### config.mk
export PLATFORM = sky130hd
export DESIGN_NAME = floatp2fixedp_seq
export DESIGN_NICKNAME = d
export VERILOG_FILES = /design/src/rtl/floatp2fixedp_seq.sv
export SDC_FILE = /design/constraint.sdc
export NUM_CORES = 1
export LEC_CHECK = 0
export ABC_AREA = 1
export BUFFER_PORTS_ARGS = -buffer_cell sky130_fd_sc_hd__buf_2
export CORE_UTILIZATION = 50
export DETAILED_ROUTE_END_ITERATION = 16
export PLACE_DENSITY_LB_ADDON = 0.2
export SYNTH_ARGS = -nofsm -noshare
export SYNTH_HDL_FRONTEND = slang
export SYNTH_SLANG_ARGS = --single-unit
### constraint.sdc
create_clock -name clk -period 3.6 [get_ports clk]
set_input_delay 0.72 -clock clk [delete_from_list [all_inputs] [get_ports clk]]
set_output_delay 0.72 -clock clk [all_outputs]
set_load 0.05 [all_outputs]
### src/rtl/floatp2fixedp_seq.sv
// floatp2fixedp_seq: sequential IEEE-754 single to signed Q16.16 converter.
// The significand is aligned by a 1-bit-per-cycle right shifter, then rounded
// to nearest-even. Out-of-range values saturate, and NaN is flagged.
// The unit holds one conversion at a time and accepts no new input until the
// current result has been taken.
module floatp2fixedp_seq (
  input  logic        clk,
  input  logic        rst,
  input  logic        in_valid,
  output logic        in_ready,
  input  logic [31:0] float32,
  output logic        out_valid,
  input  logic        out_ready,
  output logic [31:0] fixedq16,
  output logic        ovf,
  output logic        invalid,
  output logic        inexact
);

  typedef enum logic [1:0] {S_IDLE, S_ALIGN, S_ROUND, S_OUT} state_t;
  typedef enum logic [1:0] {C_NORM, C_SAT, C_NAN, C_ZERO} class_t;

  state_t             r_state;
  state_t             w_next;
  class_t             r_class;
  class_t             w_class;
  logic               r_sign;
  logic        [31:0] r_work;
  logic               r_guard;
  logic               r_sticky;
  logic        [4:0]  r_cnt;
  logic signed [31:0] r_fixed;
  logic               r_ovf;
  logic               r_inv;
  logic               r_inex;

  logic        [7:0]  w_exp;
  logic        [22:0] w_man;
  logic        [23:0] w_sig;
  logic        [31:0] w_work;
  logic        [4:0]  w_cnt;
  logic               w_sticky;
  logic               w_accept;
  logic        [31:0] w_mag;
  logic signed [31:0] w_res;

  // Round-to-nearest-even increment applied to the aligned magnitude.
  function automatic logic [31:0] f_round(input logic [31:0] work, input logic guard,
                                          input logic sticky);
    logic inc;
    inc = guard & (sticky | work[0]);
    return work + {31'd0, inc};
  endfunction

  // Saturated Q16.16 extreme for the given sign.
  function automatic logic signed [31:0] f_sat(input logic sign);
    return sign ? 32'sh8000_0000 : 32'sh7FFF_FFFF;
  endfunction

  assign w_exp    = float32[30:23];
  assign w_man    = float32[22:0];
  assign w_sig    = {1'b1, w_man};
  assign w_accept = in_valid && (r_state == S_IDLE);
  assign w_mag    = f_round(r_work, r_guard, r_sticky);
  assign w_res    = r_sign ? -$signed(w_mag) : $signed(w_mag);

  assign fixedq16 = r_fixed;
  assign ovf      = r_ovf;
  assign invalid  = r_inv;
  assign inexact  = r_inex;

  // Classify the incoming operand and pre-position the significand.
  always_comb begin
    w_class  = C_NORM;
    w_work   = {8'd0, w_sig};
    w_cnt    = 5'd0;
    w_sticky = 1'b0;
    if (w_exp == 8'hFF) begin
      w_class = (w_man != 23'd0) ? C_NAN : C_SAT;
    end else if (w_exp >= 8'd142) begin
      // -32768.0 is the one representable value at this exponent.
      if (float32[31] && (w_exp == 8'd142) && (w_man == 23'd0))
        w_work = 32'h8000_0000;
      else
        w_class = C_SAT;
    end else if (w_exp == 8'd0) begin
      w_class  = C_ZERO;
      w_sticky = (w_man != 23'd0);
    end else if (w_exp >= 8'd135) begin
      w_work = {8'd0, w_sig} << (w_exp - 8'd134);
    end else begin
      // Beyond 26 shifts the result is zero and only stickiness matters.
      w_cnt = (w_exp <= 8'd108) ? 5'd26 : 5'(8'd134 - w_exp);
    end
  end

  // Next-state and handshake outputs.
  always_comb begin
    w_next    = r_state;
    in_ready  = 1'b0;
    out_valid = 1'b0;
    case (r_state)
      S_IDLE: begin
        in_ready = 1'b1;
        if (in_valid) w_next = S_ALIGN;
      end
      S_ALIGN: if (r_cnt == 5'd0) w_next = S_ROUND;
      S_ROUND: w_next = S_OUT;
      S_OUT: begin
        out_valid = 1'b1;
        if (out_ready) w_next = S_IDLE;
      end
      default: w_next = S_IDLE;
    endcase
  end

  // State register.
  always_ff @(posedge clk) begin
    if (rst) r_state <= S_IDLE;
    else     r_state <= w_next;
  end

  // Load on accept, then shift right one bit per ALIGN cycle collecting guard/sticky.
  always_ff @(posedge clk) begin
    if (w_accept) begin
      r_sign   <= float32[31];
      r_class  <= w_class;
      r_work   <= w_work;
      r_cnt    <= w_cnt;
      r_guard  <= 1'b0;
      r_sticky <= w_sticky;
    end else if ((r_state == S_ALIGN) && (r_cnt != 5'd0)) begin
      r_work   <= r_work >> 1;
      r_guard  <= r_work[0];
      r_sticky <= r_sticky | r_guard;
      r_cnt    <= r_cnt - 5'd1;
    end
  end

  // Result registers: written in ROUND, held through OUT.
  always_ff @(posedge clk) begin
    if (rst) begin
      r_fixed <= '0;
      r_ovf   <= 1'b0;
      r_inv   <= 1'b0;
      r_inex  <= 1'b0;
    end else if (r_state == S_ROUND) begin
      r_ovf  <= 1'b0;
      r_inv  <= 1'b0;
      r_inex <= 1'b0;
      case (r_class)
        C_NORM: begin
          r_fixed <= w_res;
          r_inex  <= r_guard | r_sticky;
        end
        C_SAT: begin
          r_fixed <= f_sat(r_sign);
          r_ovf   <= 1'b1;
        end
        C_NAN: begin
          r_fixed <= 32'sh7FFF_FFFF;
          r_inv   <= 1'b1;
        end
        default: begin
          r_fixed <= '0;
          r_inex  <= r_sticky;
        end
      endcase
    end
  end

endmodule

## Yosys cells after proc, flatten, opt, wreduce, memory -nomap -nowiden

Index checks and enable logic that the tools add are counted.
Widths: inputs -> output; s select.

| word-level totals | value |
|---|---|
| register bits | 79 |

| operators by class | value |
|---|---|
| magnitude comparators | 3 |
| reductions and logical operators | 14 |
| eq/ne operators | 10 |
| bitwise gates (word level) | 3 |
| $add $sub $neg | 5 |
| mux-type cells | 36 |
| shift-type cells | 1 |

Operator list:

| kind | number |
|---|---|
| $mux 32 | 9 |
| $pmux 32 s3 | 1 |
| $mux 5 | 7 |
| $add 32x1->32 | 1 |
| $neg 32->32 | 1 |
| $shl 24x8->32 | 1 |
| $logic_not 23->1 | 1 |
| $reduce_bool 23->1 | 1 |
| $eq 8x8->1 const B | 2 |
| $ge 8x8->1 const B | 2 |
| $mux 2 | 7 |
| $mux 1 | 10 |
| $le 8x7->1 const B | 1 |
| $logic_not 8->1 | 1 |
| $pmux 2 s4 | 1 |
| $sub 8x8->8 const B | 1 |
| $eq 2x2->1 const B | 3 |
| $ne 2x2->1 const B | 3 |
| $logic_not 5->1 | 1 |
| $reduce_bool 5->1 | 1 |
| $sub 3x5->5 const A | 1 |
| $sub 5x1->5 const B | 1 |
| $eq 2x1->1 const B | 2 |
| $logic_and 1x1->1 | 4 |
| 7 further kinds | 9 |

## Longest topological paths before layout

Gate-level depths: netlist of the first run.

| logic depth | value |
|---|---|
| word-level depth | 7 |
| gate-level depth with buffers | 23 |
| gate-level depth less buffers | 23 |

## Worst setup path before layout of the first run

OpenSTA, ideal clock, no wires.

| timing path | value |
|---|---|
| path kind | input to register |
| start | in float32[24] |
| end | reg r_work[17], data pin |
| setup time | 0.253 ns |
| buffers on the path | 3 |
| slack | 0.906 ns |
| arrival | 2.441 ns |
| cell stages on the path | 13 |
| path through | clkinv_1 > buf_2 > ha_1 > inv_1 > clkbuf_1 > clkbuf_1 > nand2_1 > nand3_1 > nand3_1 > nand2_1 > o21ai_0 > nand2_1 > nand2_1 |

| between the ends | value |
|---|---|
| longest elaborated chain between the ends | 7 |
| elaborated cells on any way between the ends | 15 |
| those cells by class | 1 x add/sub; 2 x order compare; 2 x eq/ne; 1 x shift; 6 x mux; 3 x reduce/logical |

Ends and longest elaborated chain:

| what | RTL line | RTL |
|---|---|---|
| start, declared | 11 | `input logic [31:0] float32,` |
| $sub 8x8->8 or $eq 8x8->1 (tied branches) | 90, 82 |  |
| $shl 24x8->32 or $logic_and 1x1->1 (tied branches) | 90, 82 |  |
| $mux 32 or $logic_and 1x1->1 (tied branches) | 89, 82 |  |
| $mux 32 (on tied branches) | 86, 82 |  |
| $mux 32 | 80 | `end else if (w_exp >= 8'd142) begin` |
| $mux 32 (*) | 78 | `if (w_exp == 8'hFF) begin` |
| $mux 32 (*) | 125 | `if (w_accept) begin` |
| end signal, assigned | 128 | `r_work <= w_work;` |
| end signal, assigned | 133 | `r_work <= r_work >> 1;` |
| end, declared | 28 | `logic [31:0] r_work;` |

Every way passes the cells marked *; elsewhere a longest branch is shown, timed or not.
A chain may end at the register's enable or synchronous reset.

## Worst setup path after layout of the first run

| timing path | value |
|---|---|
| start | in float32[25] |
| end | reg r_work[23], data pin |

The elaborated chain is that of the path after synthesis.

==> results of run 1 <==
==> routing by layer <==
metal / up-vias / GRT usage / routed length (um)
met3: 51 / 0.02889 / 1203
li1: 4458 / - / -
met4: 0 / 0.1366 / 921
met1: 3815 / 0.3844 / 10500
met2: 312 / 0.4577 / 10250
met5: - / 0 / 0
==> critical path: cells and delay by family <==
family | cells | cell delay [ps]
compound gates | 3 | 510
buf+inv | 4 | 590
simple gates | 10 | 1270
fa+ha+maj | 1 | 220
==> sequential cells by signal, summed over array words and instances (netlist names) <==
register / cells
fixedq16: 32
r_work: 32
r_cnt: 5
r_class: 2
r_state: 2
inexact: 1
invalid: 1
ovf: 1
r_guard: 1
r_sign: 1
r_sticky: 1
==> logic make-up after synthesis <==
| family | Yosys count | synth area share |
|---|---|---|
| buffers and inverters | 189 | 0.09768 |
| AND/OR/NAND/NOR | 817 | 0.4564 |
| AO/OA/AOI/OAI | 214 | 0.1526 |
| flip-flops | 79 | 0.2549 |
| adder cells (fa/ha/maj) | 15 | 0.02402 |
| XOR/XNOR | 12 | 0.01441 |
==> area by class of cell <==
type / instances / area, um2 / area share
timing repair buffer: 91 / 503.0 / 0.05845
clock buffer: 11 / 242.7 / 0.02821
sequential: 79 / 1992 / 0.2315
inverter: 130 / 488.0 / 0.05670
tap: 188 / 235.2 / 0.02733
clock inverter: 5 / 81.33 / 0.009450
multi-input combinational: 1058 / 5064 / 0.5884
==> power groups by stage <==
stage | registers (mW) | clock network (mW) | logic (mW)
after CTS | 1.78 | 0.999 | 3.14
after detailed placement | 1.80 | 0 | 3.12
after global placement | 1.78 | 0 | 3.10
after floorplan | 2.01 | 0 | 2.20
after global routing | 1.83 | 1.04 | 3.55
final | 1.79 | 0.987 | 3.16
==> worst paths after layout <==
path | slack (ps) | endpoint | cells past startpoint
max | 480 | r_work[23] | 18
min | 460 | fixedq16[11] | 2
max reg2reg | 500 | fixedq16[31] | 20
min reg2reg | 460 | fixedq16[11] | 2
==> cell usage after synthesis, drive strengths merged, types with 13 or more instances <==
library cell | instances | area (um2)
a21oi | 63 | 341.6
buf | 18 | 111.4
o211ai | 16 | 120.1
edfxtp | 41 | 1231
nor2 | 114 | 503.0
ha | 15 | 187.7
o21ai | 112 | 560.5
nand2 | 476 | 1829
nand3 | 181 | 943.4
nand4 | 22 | 150.1
nor3 | 13 | 65.06
inv | 128 | 480.5
dfxtp | 38 | 760.7
clkbuf | 41 | 163.9
==> timing repair <==
action | in CTS | in global routing
buffers inserted | 0 | 0
gates resized for setup | 0 | 2
setup endpoints to repair | 0 | 2
hold endpoints to repair | 0 | 0
==> stage by stage <==
stage | hold slack [ps] | util | cells | cell area (um2)
after floorplan | 449.9 | - | 1326 | 7814
final | 459.2 | 0.5661 | 1562 | 8606
after global routing | 474.7 | 0.5661 | 1562 | 8606
after CTS | 462.2 | 0.5658 | 1562 | 8601
after global placement | 448.1 | 0.5444 | 1546 | 8277
after detailed placement | 452.8 | 0.5444 | 1546 | 8277
==> flow_metrics.tcl, run 1 <==
set metrics [dict create \
    fillerInstances 1622 \
    cts_buffers 9 \
    cts.clk_slew.worst_paths_ps 60 \
    overflow 0 \
    crit_start "float32[25]" \
    area_growth_pct 10.14 \
    vias_per_cell 5.529 \
    cp.arrival_ps 3310 \
    crit_required_ps 3790 \
    synth.distinct_cells 45 \
    dr_total_vias 8636 \
    tightest_slew_ps 899.4 \
    grt_pass1_wl_mm 37.04 \
    synthCells 1326 \
    avgSynthCellArea_um2 5.893 \
    fmax_mhz 320.8 \
    die_area_mm2 0.01613 \
    worstSetupStartpointType "input pin" \
    setup_viol 0 \
    antenna_found_initial 0 \
    path_cells "buf_2 -> ha_1 -> inv_1 -> nand2_1 -> o21ai_1 -> nand2_1 -> nor2_4 -> buf_4 -> nand3_1 -> nand3_1 -> nand2_1 -> o21ai_0 -> inv_1 -> nand2_1 -> nand3_1 -> nand2_1 -> nand2_1 -> a21oi_1" \
    insertedDiodeCount 0 \
    worstHoldPathType "register to register" \
    power_density_mw_per_mm2 690.2 \
    path_max_fanout 21 \
    start_util 0.5140 \
    slowest_delay_ps 370 \
    fin_crit_ps 3117 \
    gp_congestion 1.013 \
    first_pass_iters 6 \
    cts.sinks 79 \
    synth_flop_cell "edfxtp_1" \
    slowest_stage "nor2_4" \
    slew_viol_final 0 \
    io_buffers 72 \
    finalHoldViolCount 0 \
    grt_pass1_vias 7601 \
    status "finished clean" \
    final_nets 1420 \
    core-area_mm2 0.01520 \
    preCtsSetupSlack_ps 178.5 \
    pwr-share-seq 0.301 \
    synth_edf_count 41 \
    synth_warnings 0 \
    criticalPathCategory "input pin to register" \
    grt_max_degree 48 \
    p_comb_frac 0.533 \
    fp.dieW_um 127.0 \
    postCtsHoldBufs 0 \
    ys_seq_elements 79 \
    layout_commonest_cell "nand2_1" \
    maxCapViolations 0 \
    clock_latency_ps 340 \
    switching_share 0.4967 \
    wl_mm 22.87 \
    fin_ws_ps 482.8 \
    max-slew-margin-rel 0.3997 \
    syn_area_mm2 0.007814 \
    htreeDepth 3 \
    total_power_mw 5.939 \
    clock_skew_ps 8.128 \
    reg2reg_from "r_work[0]" \
    rows 45 \
    p_clk_frac 0.166 \
    synth-seq-area-share 0.2549 \
    wl_per_cell_um 14.64 \
    die_h_um 127.0 \
    layout_common_cells "nand2_1, nand3_1, inv_1, nor2_1, o21ai_0" \
    fin_crit_sh 0.8659 \
    first_iter_violations 798 \
    cp_common_cell "nand2_1" \
    peakVddDrop_mv 0.2932 \
    synthesis.nets 1377 \
    leakagePower_nw 3.954 \
    p_int_mw 2.989 \
    cts_tree "built" \
    grt.total_usage 0.2847 \
    drive_gt1_frac 0.1179 \
    fin_tns_setup_ps 0 \
    dp_hpwl_mm 17.89 \
    synthArstFlopShare 0 \
    rsz0062_at_grt "no" \
    crit_path_end_kind "register" \
    worstHoldStart "fixedq16[11]" \
    ant_nets 0 \
    clock_path_buffers 2 \
    cts-root-buf "clkbuf_16" \
    num_io_pins 73 \
    post-route-drc-count 0 \
    p_switching_mw 2.950 \
]
Note: power is estimated with default switching activity, not from simulation.
==> inputs of run 2 (changes only) <==
==> constraint.sdc (replaced) <==
create_clock -name clk -period 3.6 [get_ports clk]
set_input_delay 0.18 -clock clk [delete_from_list [all_inputs] [get_ports clk]]
set_output_delay 0.18 -clock clk [all_outputs]
set_load 0.05 [all_outputs]
==> flow_metrics.tcl, run 2 (same netlist as run 1, synthesis figures left out) <==
set metrics [dict create \
    status "finished clean" \
    worstSetupStartpointType "register" \
    post-cts-setup-buffers 0 \
    maxCapViolations 0 \
    rsz0062_at_grt "no" \
    leakagePower_nw 3.941 \
    pwr-share-seq 0.306 \
    setup_viol 0 \
    layout_commonest_cell "nand2_1" \
    power_density_mw_per_mm2 682.4 \
    hold_depth 1 \
    worstRegToRegCells 19 \
    drive_gt1_frac 0.1185 \
    fin_crit_sh 0.8668 \
    cp.arrival_ps 3400 \
    ant_nets 0 \
    first_pass_iters 6 \
    p_comb_frac 0.547 \
    fillerInstances 1614 \
    layout_common_cells "nand2_1, nand3_1, inv_1, nor2_1, o21ai_0" \
    p_int_mw 2.841 \
    p_switching_mw 3.009 \
    gp_congestion 0.9884 \
    clock_skew_ps 8.072 \
    cts.clk_slew.worst_paths_ps 70 \
    final_nets 1422 \
    fin_crit_ps 3120 \
    num_io_pins 73 \
    overflow 0 \
    cts_resized 0 \
    crit_required_ps 3880 \
    vias_per_cell 5.631 \
    area_growth_pct 9.704 \
    grt_pass1_wl_mm 38.61 \
    die_h_um 127.0 \
    clock_latency_ps 350 \
    cts_buffers 9 \
    dr_total_vias 8807 \
    die_area_mm2 0.01613 \
    crit_path_end_kind "register" \
    cts_tree "built" \
    htreeDepth 3 \
    finalHoldViolCount 0 \
    antenna_found_initial 0 \
    criticalPathCategory "register to register" \
    fp.dieW_um 127.0 \
    start_util 0.5140 \
    placed_area_mm2 0.008292 \
    grt_max_degree 46 \
    slew_viol_final 0 \
    rows 45 \
    tightest_slew_ps 937.7 \
    insertedDiodeCount 0 \
    core-area_mm2 0.01520 \
    cts.sinks 79 \
    fmax_mhz 320.5 \
    grt_pass1_vias 7780 \
    dp_hpwl_mm 18.38 \
    cts-root-buf "clkbuf_16" \
    p_clk_frac 0.147 \
    fin_tns_setup_ps 0 \
    grt.total_usage 0.2981 \
    final_cell_area_mm2 0.008572 \
    postCtsHoldBufs 0 \
    first_iter_violations 923 \
    wl_per_cell_um 14.98 \
    switching_share 0.5144 \
    worstHoldPathType "input pin to register" \
    path_max_fanout 8 \
    peakVddDrop_mv 0.2537 \
    io_buffers 72 \
    max-slew-margin-rel 0.3742 \
    clock_path_buffers 2 \
    post-route-drc-count 0 \
    wl_mm 23.43 \
]
-- run 2: changes by cell type in the layout (fill, tap and decap cells not counted), moves of 2 or more --
cell / before / now
ha_1: 13 / 15
bufinv_16: 2 / 0
buf_4: 19 / 21
ha_2: 2 / 0
inv_6: 0 / 3
-- run 2: area by class of cell --
cell class	count	area, um2	area share
Sequential cell	79	1992	0.2324
Timing Repair Buffer	93	518.0	0.06043
Clock inverter	7	55.05	0.006422
Clock buffer	9	225.2	0.02627
Inverter	130	488.0	0.05693
Multi-Input combinational cell	1058	5059	0.5901
Tap cell	188	235.2	0.02744
-- run 2: per-layer routing --
metal / track usage / share of wire
met3: 0.02219 / 0.060
met4: 0.1394 / 0.039
met1: 0.4007 / 0.44
met5: 0 / 0
met2: 0.4893 / 0.46
-- run 2: power groups by stage --
stage          combinational [mW]  clock (mW)  sequential [mW]
2_1_floorplan                2.20           0             2.01
3_3_place_gp                 3.13           0             1.80
3_5_place_dp                 3.16           0             1.80
4_1_cts                      3.18       0.872             1.79
5_1_grt                      3.61       0.910             1.84
6_report                     3.20       0.860             1.79
-- run 2: metrics by stage --
step | hold WS (ps) | setup WS (ps) | util | total power, mW | instances
global placement | 385.7 | 671.0 | 0.5454 | 4.928 | 1548
CTS | 33.60 | 520.0 | 0.5639 | 5.843 | 1564
floorplan | 278.9 | 927.4 | - | 4.201 | 1326
global route | 33.16 | 28.26 | 0.5639 | 6.355 | 1564
detailed placement | 394.4 | 578.8 | 0.5454 | 4.966 | 1548
finish | 47.13 | 479.6 | 0.5639 | 5.849 | 1564
-- run 2: critical path, cell delays in order (launching register included) --
cell,delay [ps]
edfxtp_1,370
nor2_1,60
nor2_1,80
ha_1,330
ha_1,370
inv_2,90
nor2_2,200
nand2_1,120
nor2_1,150
xor2_1,320
nor2_1,140
nand2_1,90
nor2_1,50
nand3_1,120
nand2_1,100
nand3_1,100
nand3_1,80
nand2_1,70
nand2_1,80
a21oi_2,110
-- run 2: path summary, 6_finish.rpt --
path,start,end,slack (ps)
max,r_work[0],fixedq16[25],480
max reg2reg,r_work[0],fixedq16[25],480
min reg2reg,fixedq16[23],fixedq16[23],460
min,float32[31],r_sign,50
